<file path="config.mk">
export PLATFORM = sky130hd
export DESIGN_NAME = axi4_slave_regfile
export DESIGN_NICKNAME = d
export VERILOG_FILES = /design/src/rtl/axi4_slave_regfile.sv
export SDC_FILE = /design/constraint.sdc
export NUM_CORES = 1
export LEC_CHECK = 0
export CORE_ASPECT_RATIO = 2
export CORE_MARGIN = 4
export CORE_UTILIZATION = 55
export CTS_BUF_LIST = sky130_fd_sc_hd__clkbuf_4
export DETAILED_ROUTE_END_ITERATION = 10
export GPL_ROUTABILITY_DRIVEN = 0
export HOLD_SLACK_MARGIN = 0.02
export PLACE_DENSITY_LB_ADDON = 0.15
export SETUP_SLACK_MARGIN = 0.3
export SLEW_MARGIN = 10
export SYNTH_ARGS = -nofsm -noshare
export SYNTH_HDL_FRONTEND = slang
export SYNTH_SLANG_ARGS = --single-unit
</file>
<file path="constraint.sdc">
create_clock -name clk -period 21.3 [get_ports clk]
set_input_delay 3.195 -clock clk [delete_from_list [all_inputs] [get_ports clk]]
set_output_delay 3.195 -clock clk [all_outputs]
set_load 0.02 [all_outputs]
</file>
<file path="src/rtl/axi4_slave_regfile.sv">
// ---------------------------------------------------------------------------
// axi4_slave_regfile
//
// Purpose:
//   AXI4-style single-beat slave backed by a small word-addressed register
//   file. The write address and write data may arrive in any order. Each
//   write receives a response. Reads return data one cycle after the address
//   handshake. Every response is held until the master accepts it. The write
//   and read FSMs are independent of each other. All outputs are registered.
//
// Parameters:
//   ADDR_W    address width
//   DATA_W    data width
//   NUM_REGS  number of registers (power of two, >= 2)
//   BASE_ADDR byte address of register 0 (aligned to 4*NUM_REGS)
//
// Ports:
//   clk                      rising-edge clock
//   reset                    asynchronous active-high reset
//   awaddr/awvalid/awready   write address channel
//   wdata/wvalid/wready      write data channel
//   bvalid/bready            write response channel
//   araddr/arvalid/arready   read address channel
//   rdata/rvalid/rready      read data channel
//   bresp/rresp              response codes (only with AXI4_SLAVE_RESP_EN)
//
// Configuration macro:
//   AXI4_SLAVE_RESP_EN  Adds the bresp/rresp ports.
//                       Misaligned or out-of-range accesses return SLVERR.
//                       Misaligned writes are dropped.
//                       Misaligned reads return 0.
// ---------------------------------------------------------------------------
module axi4_slave_regfile #(
  parameter int                ADDR_W    = 32,
  parameter int                DATA_W    = 32,
  parameter int                NUM_REGS  = 16,
  parameter logic [ADDR_W-1:0] BASE_ADDR = '0
) (
  input  logic              clk,
  input  logic              reset,
  input  logic [ADDR_W-1:0] awaddr,
  input  logic              awvalid,
  output logic              awready,
  input  logic [DATA_W-1:0] wdata,
  input  logic              wvalid,
  output logic              wready,
  output logic              bvalid,
  input  logic              bready,
  input  logic [ADDR_W-1:0] araddr,
  input  logic              arvalid,
  output logic              arready,
  output logic [DATA_W-1:0] rdata,
  output logic              rvalid,
`ifdef AXI4_SLAVE_RESP_EN
  output logic [1:0]        bresp,
  output logic [1:0]        rresp,
`endif
  input  logic              rready
);

  localparam int                IDX_W = $clog2(NUM_REGS);
  localparam logic [ADDR_W-1:0] SPAN  = ADDR_W'(4 * NUM_REGS);

  typedef enum logic {WR_IDLE, WR_RESP} wr_state_e;
  typedef enum logic {RD_IDLE, RD_DATA} rd_state_e;

  wr_state_e         wr_state_q;
  rd_state_e         rd_state_q;
  logic [DATA_W-1:0] regs_q [NUM_REGS];

  logic              awready_q, wready_q, bvalid_q;
  logic              arready_q, rvalid_q;
  logic [DATA_W-1:0] rdata_q;
  logic              aw_got_q, w_got_q;
  logic [ADDR_W-1:0] awaddr_q;
  logic [DATA_W-1:0] wdata_q;

  logic              aw_fire, w_fire, aw_have, w_have, wr_commit, wr_ok;
  logic [ADDR_W-1:0] wr_addr_d, wr_off;
  logic [DATA_W-1:0] wr_data_d;
  logic [IDX_W-1:0]  wr_idx;

  logic              ar_fire, rd_ok;
  logic [ADDR_W-1:0] rd_off;
  logic [IDX_W-1:0]  rd_idx;
  logic [DATA_W-1:0] rd_word;

`ifdef AXI4_SLAVE_RESP_EN
  logic [1:0] bresp_q, rresp_q;
`endif

  // ---------------- write-side combinational helpers ----------------
  always_comb begin
    aw_fire = (wr_state_q == WR_IDLE) && awvalid && awready_q;
    w_fire  = (wr_state_q == WR_IDLE) && wvalid && wready_q;
    // "have" is true once a channel has been captured, either at an
    // earlier edge or at the current one.
    aw_have   = aw_got_q || aw_fire;
    w_have    = w_got_q || w_fire;
    wr_addr_d = aw_fire ? awaddr : awaddr_q;
    wr_data_d = w_fire ? wdata : wdata_q;
    // Unsigned subtraction wraps addresses below BASE_ADDR to large
    // offsets, so a single compare covers both range bounds.
    wr_off    = wr_addr_d - BASE_ADDR;
    wr_idx    = wr_off[IDX_W+1:2];
    wr_ok     = (wr_off < SPAN);
`ifdef AXI4_SLAVE_RESP_EN
    wr_ok     = wr_ok && (wr_off[1:0] == 2'b00);
`endif
    wr_commit = (wr_state_q == WR_IDLE) && aw_have && w_have;
  end

  // ---------------- read-side combinational helpers ----------------
  always_comb begin
    ar_fire = (rd_state_q == RD_IDLE) && arvalid && arready_q;
    rd_off  = araddr - BASE_ADDR;
    rd_idx  = rd_off[IDX_W+1:2];
    rd_ok   = (rd_off < SPAN);
`ifdef AXI4_SLAVE_RESP_EN
    rd_ok   = rd_ok && (rd_off[1:0] == 2'b00);
`endif
    // Reads regs_q before any same-edge write lands, so a colliding
    // read returns the old register contents.
    rd_word = rd_ok ? regs_q[rd_idx] : '0;
  end

  // ---------------- register file ----------------
  always_ff @(posedge clk or posedge reset) begin
    if (reset) begin
      for (int i = 0; i < NUM_REGS; i++) regs_q[i] <= '0;
    end else if (wr_commit && wr_ok) begin
      regs_q[wr_idx] <= wr_data_d;
    end
  end

  // ---------------- write FSM ----------------
  always_ff @(posedge clk or posedge reset) begin
    if (reset) begin
      wr_state_q <= WR_IDLE;
      awready_q  <= 1'b0;
      wready_q   <= 1'b0;
      bvalid_q   <= 1'b0;
      aw_got_q   <= 1'b0;
      w_got_q    <= 1'b0;
      awaddr_q   <= '0;
      wdata_q    <= '0;
`ifdef AXI4_SLAVE_RESP_EN
      bresp_q    <= 2'b00;
`endif
    end else if (wr_state_q == WR_IDLE) begin
      if (aw_fire) awaddr_q <= awaddr;
      if (w_fire)  wdata_q  <= wdata;
      if (wr_commit) begin
        wr_state_q <= WR_RESP;
        bvalid_q   <= 1'b1;
        awready_q  <= 1'b0;
        wready_q   <= 1'b0;
        aw_got_q   <= 1'b0;
        w_got_q    <= 1'b0;
`ifdef AXI4_SLAVE_RESP_EN
        bresp_q    <= wr_ok ? 2'b00 : 2'b10;
`endif
      end else begin
        // A channel stays ready until it has been captured. This branch
        // also raises both readies on the first edge after reset.
        aw_got_q  <= aw_have;
        w_got_q   <= w_have;
        awready_q <= !aw_have;
        wready_q  <= !w_have;
      end
    end else begin
      if (bready) begin
        wr_state_q <= WR_IDLE;
        bvalid_q   <= 1'b0;
        awready_q  <= 1'b1;
        wready_q   <= 1'b1;
      end
    end
  end

  // ---------------- read FSM ----------------
  always_ff @(posedge clk or posedge reset) begin
    if (reset) begin
      rd_state_q <= RD_IDLE;
      arready_q  <= 1'b0;
      rvalid_q   <= 1'b0;
      rdata_q    <= '0;
`ifdef AXI4_SLAVE_RESP_EN
      rresp_q    <= 2'b00;
`endif
    end else if (rd_state_q == RD_IDLE) begin
      if (ar_fire) begin
        rd_state_q <= RD_DATA;
        rdata_q    <= rd_word;
        rvalid_q   <= 1'b1;
        arready_q  <= 1'b0;
`ifdef AXI4_SLAVE_RESP_EN
        rresp_q    <= rd_ok ? 2'b00 : 2'b10;
`endif
      end else begin
        arready_q <= 1'b1;
      end
    end else begin
      if (rready) begin
        rd_state_q <= RD_IDLE;
        rvalid_q   <= 1'b0;
        arready_q  <= 1'b1;
      end
    end
  end

  assign awready = awready_q;
  assign wready  = wready_q;
  assign bvalid  = bvalid_q;
  assign arready = arready_q;
  assign rvalid  = rvalid_q;
  assign rdata   = rdata_q;
`ifdef AXI4_SLAVE_RESP_EN
  assign bresp   = bresp_q;
  assign rresp   = rresp_q;
`endif

endmodule

</file>
==> results of run 1 <==
-- state kept, by name (all words and copies together), names as in the netlist --
name / flops
awaddr_q: 30
wdata_q: 32
wr_state_q: 1
wready: 1
arready: 1
aw_got_q: 1
bvalid: 1
rdata: 32
rd_state_q: 1
regs_q: 512
awready: 1
rvalid: 1
w_got_q: 1
-- through the flow --
stage / instances / total power, mW / cell area (µm²)
final: 2657 / 2.60 / 30900
after global routing: 2656 / 2.74 / 30900
after CTS: 2654 / 2.64 / 30900
after detailed placement: 2423 / 1.70 / 29100
after global placement: 2423 / 1.69 / 29100
after floorplan: 1752 / 1.57 / 27500
-- cell families after synthesis --
group	Yosys count	share of synthesized area
flops	615	0.559
buf+inv	150	0.0342
mux	673	0.332
simple gates	181	0.0293
compound gates	133	0.0460
-- cells in the final DEF, fill, tap and decap left out, types with 2 or more instances in the layout --
cell               n
dfrtp_1          615
mux2_2           342
clkbuf_4         200
mux2_1           172
clkdlybuf4s50_1  133
mux4_2           128
nand2_1          121
a22oi_1           63
buf_4             37
a22o_1            32
mux2_4            30
nor4_1            16
clkinv_1          15
nor2_1            11
a211oi_4           9
clkinvlp_4         7
a2111oi_4          6
or4_1              5
nor3_1             5
inv_1              5
a21oi_1            5
o21ai_0            5
a31oi_1            4
bufinv_16          4
nand4_1            3
diode_2            2
nand3b_1           2
a32oi_1            2
nor3b_1            2
nor2b_1            2
nand2b_1           2
nor2b_4            2
o22a_1             2
clkinv_4           2
inv_2              2
-- critical path: stages --
cell and delay (ns):
clkdlybuf4s50_1 0.47, and3b_1 0.19, buf_4 0.24, nor4_1 0.64, a32oi_1 0.36, a211oi_4 1.13, buf_4 0.55, mux2_2 0.39
-- synthesized netlist by cell type, types with 2 or more instances --
master	n	share of area
clkbuf_1	77	0.010
or4_1	5	0.0014
a22o_1	32	0.010
mux4_2	128	0.10
a21oi_1	5	0.00091
a32oi_1	2	0.00064
nand2_1	121	0.016
a31oi_1	4	0.00091
nand3_1	2	0.00036
nand4_1	3	0.00068
buf_1	14	0.0019
nor4_1	17	0.0039
buf_6	46	0.019
mux2_2	342	0.14
a211oi_4	9	0.0065
o21ai_0	5	0.00091
mux2_4	30	0.016
nor3_1	5	0.00091
nand3b_1	2	0.00055
o22a_1	2	0.00064
mux2_1	172	0.070
buf_4	4	0.0011
inv_1	6	0.00082
nor3b_1	2	0.00055
nand2b_1	2	0.00045
nor2_1	12	0.0016
buf_2	2	0.00036
dfrtp_1	615	0.56
nor2b_1	4	0.00091
a22oi_1	63	0.017
a2111oi_4	6	0.0060
-- area by class of cell --
type	instances	area [µm²]
Inverter	6	30.0
Tap cell	643	805
Sequential cell	615	15400
Fill cell	3824	18500
Antenna cell	2	5.00
Clock buffer	200	1500
Clock inverter	31	259
Multi-Input combinational cell	987	11200
Timing Repair Buffer	173	1670
-- per-layer routing --
metal  GRT usage  wire (µm)  vias up
li1            -          -     6929
met1       0.289      24800     8468
met2       0.445      35400      383
met3      0.0412       2470      138
met4      0.0974       2200        2
met5           0         14        -
-- worst max path at each step --
stage / start / endpoint / slack (ns)
final: awvalid / regs_q[190]$_DFFE_PP0P_ / 14.82
after CTS: awvalid / regs_q[190]$_DFFE_PP0P_ / 14.90
after global routing: awvalid / regs_q[190]$_DFFE_PP0P_ / 14.66
after detailed placement: awvalid / regs_q[190]$_DFFE_PP0P_ / 14.00
after floorplan: reset / arready$_DFFE_PP0P_ / 0.88
after global placement: awvalid / regs_q[191]$_DFFE_PP0P_ / 14.07
-- report_power, final --
group | switching, mW | internal [mW]
clock network | 0.446 | 0.480
registers | 0.0309 | 1.23
logic | 0.299 | 0.113
total | 0.776 | 1.83
==> flow_metrics.tcl, run 1 <==
set metrics [dict create \
    endpoint_kind "register" \
    arrival_ns 7.18 \
    drv_cap 0 \
    port_buffers 135 \
    setup-violations-final 0 \
    whs_ns 0.478 \
    cts-hold-fix-buffers 0 \
    cts_root_buf "clkbuf_4" \
    regToRegEndpoint "regs_q[190]$_DFFE_PP0P_" \
    synth-async-reset-ratio 1.00 \
    grt_pass1_wl_um 103000 \
    drt_first_pass_iters 5 \
    avgSynthCellArea_um2 15.7 \
    ys_ff_latch 615 \
    track_usage 0.245 \
    cts.sinks 615 \
    critPathKind "primary input to register" \
    ys_types 44 \
    coreArea_um2 49400 \
    fin_nets 2025 \
    clk-insertion-delay-late_ns 0.86 \
    grt_max_degree 218 \
    htreeDepth 4 \
    fin_setup_tns_ns 0 \
    clk_pin_slew_worst_paths_ns 0.07 \
    viasPerCell 5.99 \
    drtIter0Drc 712 \
    min_from "awaddr_q[12]$_DFFE_PP0N_" \
    drive_gt1_frac 0.388 \
    syn-cell-area_um2 27500 \
    num_rows 115 \
    wl_per_cell_um 24.4 \
    vias 15920 \
    synthFlopType "dfrtp_1" \
    die_area_um2 53900 \
    start_util 0.558 \
    io_pins 140 \
    dp_hpwl_um 36700 \
    drc 0 \
    critPathRequiredTime_ns 22.01 \
    rsz0062_at_grt "false" \
    hold_viol 0 \
    seq_area_frac_synth 0.559 \
    final_core_utilization 0.626 \
    crit_path_max_fanout 39 \
    gr-total-overflow 0 \
    place_ws_ns 14.00 \
    max_freq_mhz 154 \
    cts_setup_buffers 0 \
    synth_nets 1855 \
    maxSlewViolCount 0 \
    p_leak_nw 15.0 \
    max_slew_margin 0.122 \
    die_h_um 324 \
    power_density_nw_per_um2 84.2 \
    clk_path_buf_depth 3 \
    postRouteWirelength_um 64900 \
    r2r-start "wr_state_q$_DFF_PP0_" \
    antenna_left 0 \
    hold_path_end "awaddr_q[12]$_DFFE_PP0N_" \
    holdPathStages 2 \
    syn_inst 1752 \
    grt_pass1_vias 17992 \
    setup_slack_ns 14.82 \
    clock-skew-final_ns 0.0426 \
    cts_made_buffers 139 \
    reg2reg_depth 7 \
    worstMarginPinSlew_ns 1.31 \
    crit_path_start_kind "primary input" \
    areaGrowthSynthToFinish_pct 12.2 \
    timing.final.crit_period_ns 6.48 \
    postCtsResizedCells 0 \
    tritoncts "built" \
    ys.warnings.count 0 \
    rrSetupSlack_ns 17.07 \
    synth-edff-count 0 \
    antenna_found_initial 3 \
    hold_class "register to register" \
    ir_drop_uv 119 \
    status "finished, final reports clean" \
    die-width_um 166 \
    finalCritPeriodShare 0.304 \
]
Note: power is estimated with default switching activity, not from simulation.
==> run 2, diff against run 1 <==
clock period = 5.45 ns   (was 21.3 ns; I/O delays follow)
==> flow_metrics.tcl, run 2 (synthesis results as in run 1) <==
set metrics [dict create \
    reg2reg_depth 6 \
    max_stage_delay_ns 0.63 \
    setup-violations-final 0 \
    die-width_um 166 \
    vias 16058 \
    clk-insertion-delay-late_ns 0.88 \
    clk_path_buf_depth 3 \
    endpoint_kind "register" \
    rsz0062_at_grt "false" \
    cts_made_buffers 138 \
    regToRegEndpoint "regs_q[481]$_DFFE_PP0P_" \
    finalCritPeriodShare 0.628 \
    areaGrowthSynthToFinish_pct 12.8 \
    max_freq_mhz 292 \
    num_rows 115 \
    place_area_um2 29200 \
    fin_cells 2677 \
    final_cell_mix "dfrtp_1 (615), mux2_2 (342), clkbuf_4 (204)" \
    worstMarginPinSlew_ns 1.10 \
    drc 0 \
    r2r-start "wr_state_q$_DFF_PP0_" \
    ir_drop_uv 314 \
    whs_ns 0.282 \
    start_util 0.558 \
    clk_pin_slew_worst_paths_ns 0.07 \
    dp_hpwl_um 37700 \
    crit_path_max_fanout 32 \
    die_area_um2 53900 \
    hold_viol 0 \
    grt_pass1_vias 18365 \
    drv_cap 0 \
    grt_pass1_wl_um 104000 \
    power_density_nw_per_um2 331 \
    cts_root_buf "clkbuf_4" \
    layout_commonest_cell "dfrtp_1" \
    timing.final.crit_period_ns 3.42 \
    crit_slowest_cell "nor4_1" \
    antenna_found_initial 1 \
    track_usage 0.249 \
    postLayoutCellArea_um2 31100 \
    tritoncts "built" \
    cts-hold-fix-buffers 0 \
    cts_setup_buffers 0 \
    status "finished, final reports clean" \
    max_slew_margin 0.265 \
    htreeDepth 4 \
    grt_max_degree 151 \
    rrSetupSlack_ns 2.03 \
    viasPerCell 6.00 \
    postRouteWirelength_um 65500 \
    arrival_ns 4.14 \
    wl_per_cell_um 24.5 \
    regMostFlops "regs_q" \
    clock-skew-final_ns 0.0498 \
    fillers 3803 \
    dp_cells 2432 \
    drt_first_pass_iters 5 \
    drtIter0Drc 780 \
    fin_setup_tns_ns 0 \
    postCtsResizedCells 0 \
    fin_nets 2032 \
    antenna_left 0 \
    drive_gt1_frac 0.390 \
    power.total_mw 10.3 \
    cts.sinks 615 \
    critPathKind "register to register" \
    critPathRequiredTime_ns 6.17 \
    gr-total-overflow 0 \
    crit_path_start_kind "register" \
    die_h_um 324 \
    largest_reg_flops 512 \
    coreArea_um2 49400 \
    hold_class "primary input to async pin" \
    p_leak_nw 15.1 \
    io_pins 140 \
    port_buffers 135 \
    maxSlewViolCount 0 \
    path_cells "and3b_1 > nor4_1 > a22oi_1 > a211oi_4 > buf_4 > mux2_2" \
]
[run 2: changes by cell type in the layout (fill, tap and decap cells not counted), moves of 2 or more]
| cell | previous run | this run |
|---|---|---|
| clkinv_1 | 15 | 24 |
| buf_12 | 1 | 5 |
| clkinv_4 | 2 | 0 |
| inv_2 | 2 | 5 |
| buf_4 | 37 | 41 |
| clkbuf_4 | 200 | 204 |
| clkinvlp_4 | 7 | 4 |
| clkinv_2 | 1 | 3 |
[run 2: critical path, delay by kind of cell, from the launching register on]
kind / cells / cell delay, ns
compound gates: 2 / 0.71
flops: 1 / 0.54
simple gates: 2 / 0.99
mux: 1 / 0.41
buf+inv: 1 / 0.62
[run 2: how the worst max path moves through the flow]
stage,start,to,slack [ns],depth (start not counted)
floorplan,reset,arready$_DFFE_PP0P_,-3.76,1
global placement,awaddr[15],regs_q[453]$_DFFE_PP0P_,1.35,8
detailed placement,awaddr[15],regs_q[389]$_DFFE_PP0P_,1.29,8
CTS,wr_state_q$_DFF_PP0_,regs_q[508]$_DFFE_PP0P_,2.06,6
global route,wr_state_q$_DFF_PP0_,regs_q[508]$_DFFE_PP0P_,1.81,6
finish,wr_state_q$_DFF_PP0_,regs_q[481]$_DFFE_PP0P_,2.03,6
[run 2: area by class of cell]
| type | count | area, µm² | area share |
|---|---|---|---|
| clock buffers | 204 | 1530 | 0.0493 |
| multi-input cells | 987 | 11200 | 0.362 |
| diodes | 1 | 2.50 | 0.0000806 |
| flip-flops and latches | 615 | 15400 | 0.496 |
| well taps | 643 | 805 | 0.0259 |
| clock inverters | 40 | 297 | 0.00955 |
| inverters | 6 | 26.3 | 0.000846 |
| repair buffers | 181 | 1760 | 0.0568 |
[run 2: metal layers]
| metal | vias up | share of wire | wire length (µm) | track usage |
|---|---|---|---|---|
| met5 | - | 0 | 0 | 0 |
| met1 | 8620 | 0.40 | 26000 | 0.305 |
| li1 | 6936 | - | - | - |
| met3 | 130 | 0.034 | 2250 | 0.0381 |
| met4 | 0 | 0.027 | 1790 | 0.0869 |
| met2 | 372 | 0.54 | 35500 | 0.449 |
[run 2: report_power, final]
part	internal (mW)	total, mW	switching, mW
Clock	1.96	3.72	1.77
Combinational	0.447	1.63	1.18
Sequential	4.82	4.94	0.117
Total	7.22	10.3	3.07
[run 2: metrics by stage]
step                 util  worst slack, ns
global placement    0.592             1.35
detailed placement  0.592             1.29
CTS                 0.629             2.06
global route        0.629             1.81
finish              0.629             2.03
floorplan               -            -3.76
==> run 3, diff against run 2 <==
clock period = 2.9 ns   (was 5.45 ns; I/O delays follow)
==> flow_metrics.tcl, run 3 (synthesis results as in run 1) <==
set metrics [dict create \
    status "finished with violations" \
    violations "setup timing" \
    wl_per_cell_um 26.6 \
    worstMarginPinSlew_ns 1.16 \
    areaGrowthSynthToFinish_pct 19.7 \
    place_ws_ns -0.637 \
    power_density_nw_per_um2 596 \
    drt_first_pass_iters 5 \
    gr-total-overflow 0 \
    cts_root_buf "clkbuf_4" \
    num_rows 115 \
    postLayoutCellArea_um2 33000 \
    coreArea_um2 49400 \
    grt_max_degree 94 \
    cts-hold-fix-buffers 0 \
    start_util 0.558 \
    drtIter0Drc 1059 \
    critPathKind "register to register" \
    layout_commonest_cell "dfrtp_1" \
    clk_path_buf_depth 3 \
    drv_cap 0 \
    cts_made_buffers 141 \
    vias 16727 \
    maxSlewViolCount 0 \
    grt_pass1_wl_um 108000 \
    port_buffers 135 \
    setup-violations-final 250 \
    place_area_um2 30000 \
    rrSetupSlack_ns -0.1 \
    io_pins 140 \
    ir_drop_uv 576 \
    postRouteWirelength_um 73400 \
    clk-insertion-delay-late_ns 0.87 \
    arrival_ns 3.72 \
    track_usage 0.260 \
    die_area_um2 53900 \
    power.total_mw 19.6 \
    rsz0062_at_grt "true" \
    hold_class "primary input to async pin" \
    p_leak_nw 15.8 \
    max_slew_margin 0.223 \
    die_h_um 324 \
    endpoint_kind "register" \
    cts.sinks 615 \
    htreeDepth 4 \
    largest_reg_flops 512 \
    max_freq_mhz 334 \
    critPathRequiredTime_ns 3.62 \
    final_cell_mix "dfrtp_1 (615), mux2_2 (279), clkbuf_4 (192)" \
    multiInputGateArea_um2 11600 \
    die-width_um 166 \
    clk_pin_slew_worst_paths_ns 0.07 \
    fin_nets 2129 \
    finalCritPeriodShare 1.03 \
    fillers 3539 \
    crit_path_start_kind "register" \
    timing.final.crit_period_ns 3.00 \
    tritoncts "built" \
    antenna_left 0 \
    regMostFlops "regs_q" \
    viasPerCell 6.07 \
    drc 0 \
    crit_path_max_fanout 16 \
    hold_viol 0 \
    seq_area_um2 15400 \
    antenna_found_initial 5 \
    clock-skew-final_ns 0.0401 \
    setup_slack_ns -0.0977 \
    dp_hpwl_um 40600 \
    grt_pass1_vias 18851 \
    drive_gt1_frac 0.434 \
]
==> run 3: final cells by class <==
class                      instances  share of cell area
inverter                           6            0.000797
multi-input combinational        987               0.354
tap                              643              0.0244
antenna                            3            0.000228
sequential                       615               0.467
clock inverter                    36             0.00908
clock buffer                     192              0.0437
timing repair buffer             275               0.101
==> run 3: worst max-delay path, cell delays in order, from the launching register on <==
cell and delay, ns:
dfrtp_1 0.42, nor4_4 0.29, buf_4 0.15, nand4b_1 0.13, or4_4 0.57, buf_12 0.20, a2111oi_4 0.32, buf_6 0.19
clkbuf_16 0.22, mux2_2 0.35
==> run 3: where the power goes <==
group	switching, mW	internal [mW]	leakage [nW]
Clock	3.32	3.58	1.04
Sequential	0.242	9.06	8.46
Combinational	2.42	1.02	6.29
==> run 3: stage by stage <==
step / hold WS (ns) / TNS, ns / cells / utilization
2_1_floorplan: 0.438 / -3645.74 / 1752 / -
3_3_place_gp: 0.455 / -244.94 / 2488 / 0.608
3_5_place_dp: 0.464 / -215.47 / 2488 / 0.608
4_1_cts: 0.0775 / -8.19 / 2730 / 0.653
5_1_grt: 0.136 / -27.03 / 2757 / 0.668
6_report: 0.141 / -8.50 / 2757 / 0.668
==> run 3: per-layer routing <==
metal | global-route usage | up-vias | wire, µm
li1 | - | 7137 | -
met4 | 0.111 | 2 | 3880
met1 | 0.312 | 8846 | 27200
met5 | 0 | - | 11
met3 | 0.0456 | 183 | 3810
met2 | 0.461 | 559 | 38500
==> run 3: worst paths after layout <==
kind | end | start | cells past startpoint
worst max-delay path | regs_q[324]$_DFFE_PP0P_ | awaddr_q[31]$_DFFE_PP0N_ | 9
worst min-delay path | regs_q[364]$_DFFE_PP0P_ | reset | 3
worst max register to register | regs_q[324]$_DFFE_PP0P_ | awaddr_q[31]$_DFFE_PP0N_ | 9
worst min register to register | awaddr_q[17]$_DFFE_PP0N_ | awaddr_q[17]$_DFFE_PP0N_ | 2
max in group asynchronous | regs_q[282]$_DFFE_PP0P_ | reset | 4
min in group clk | awaddr_q[22]$_DFFE_PP0N_ | awaddr[22] | 3
==> run 3: timing repair <==
action | in CTS | in global routing
setup endpoints to repair | 512 | 512
setup buffers | 8 | 9
resized for setup | 61 | 84
gates cloned | 6 | 15
pin swaps | 1 | 0
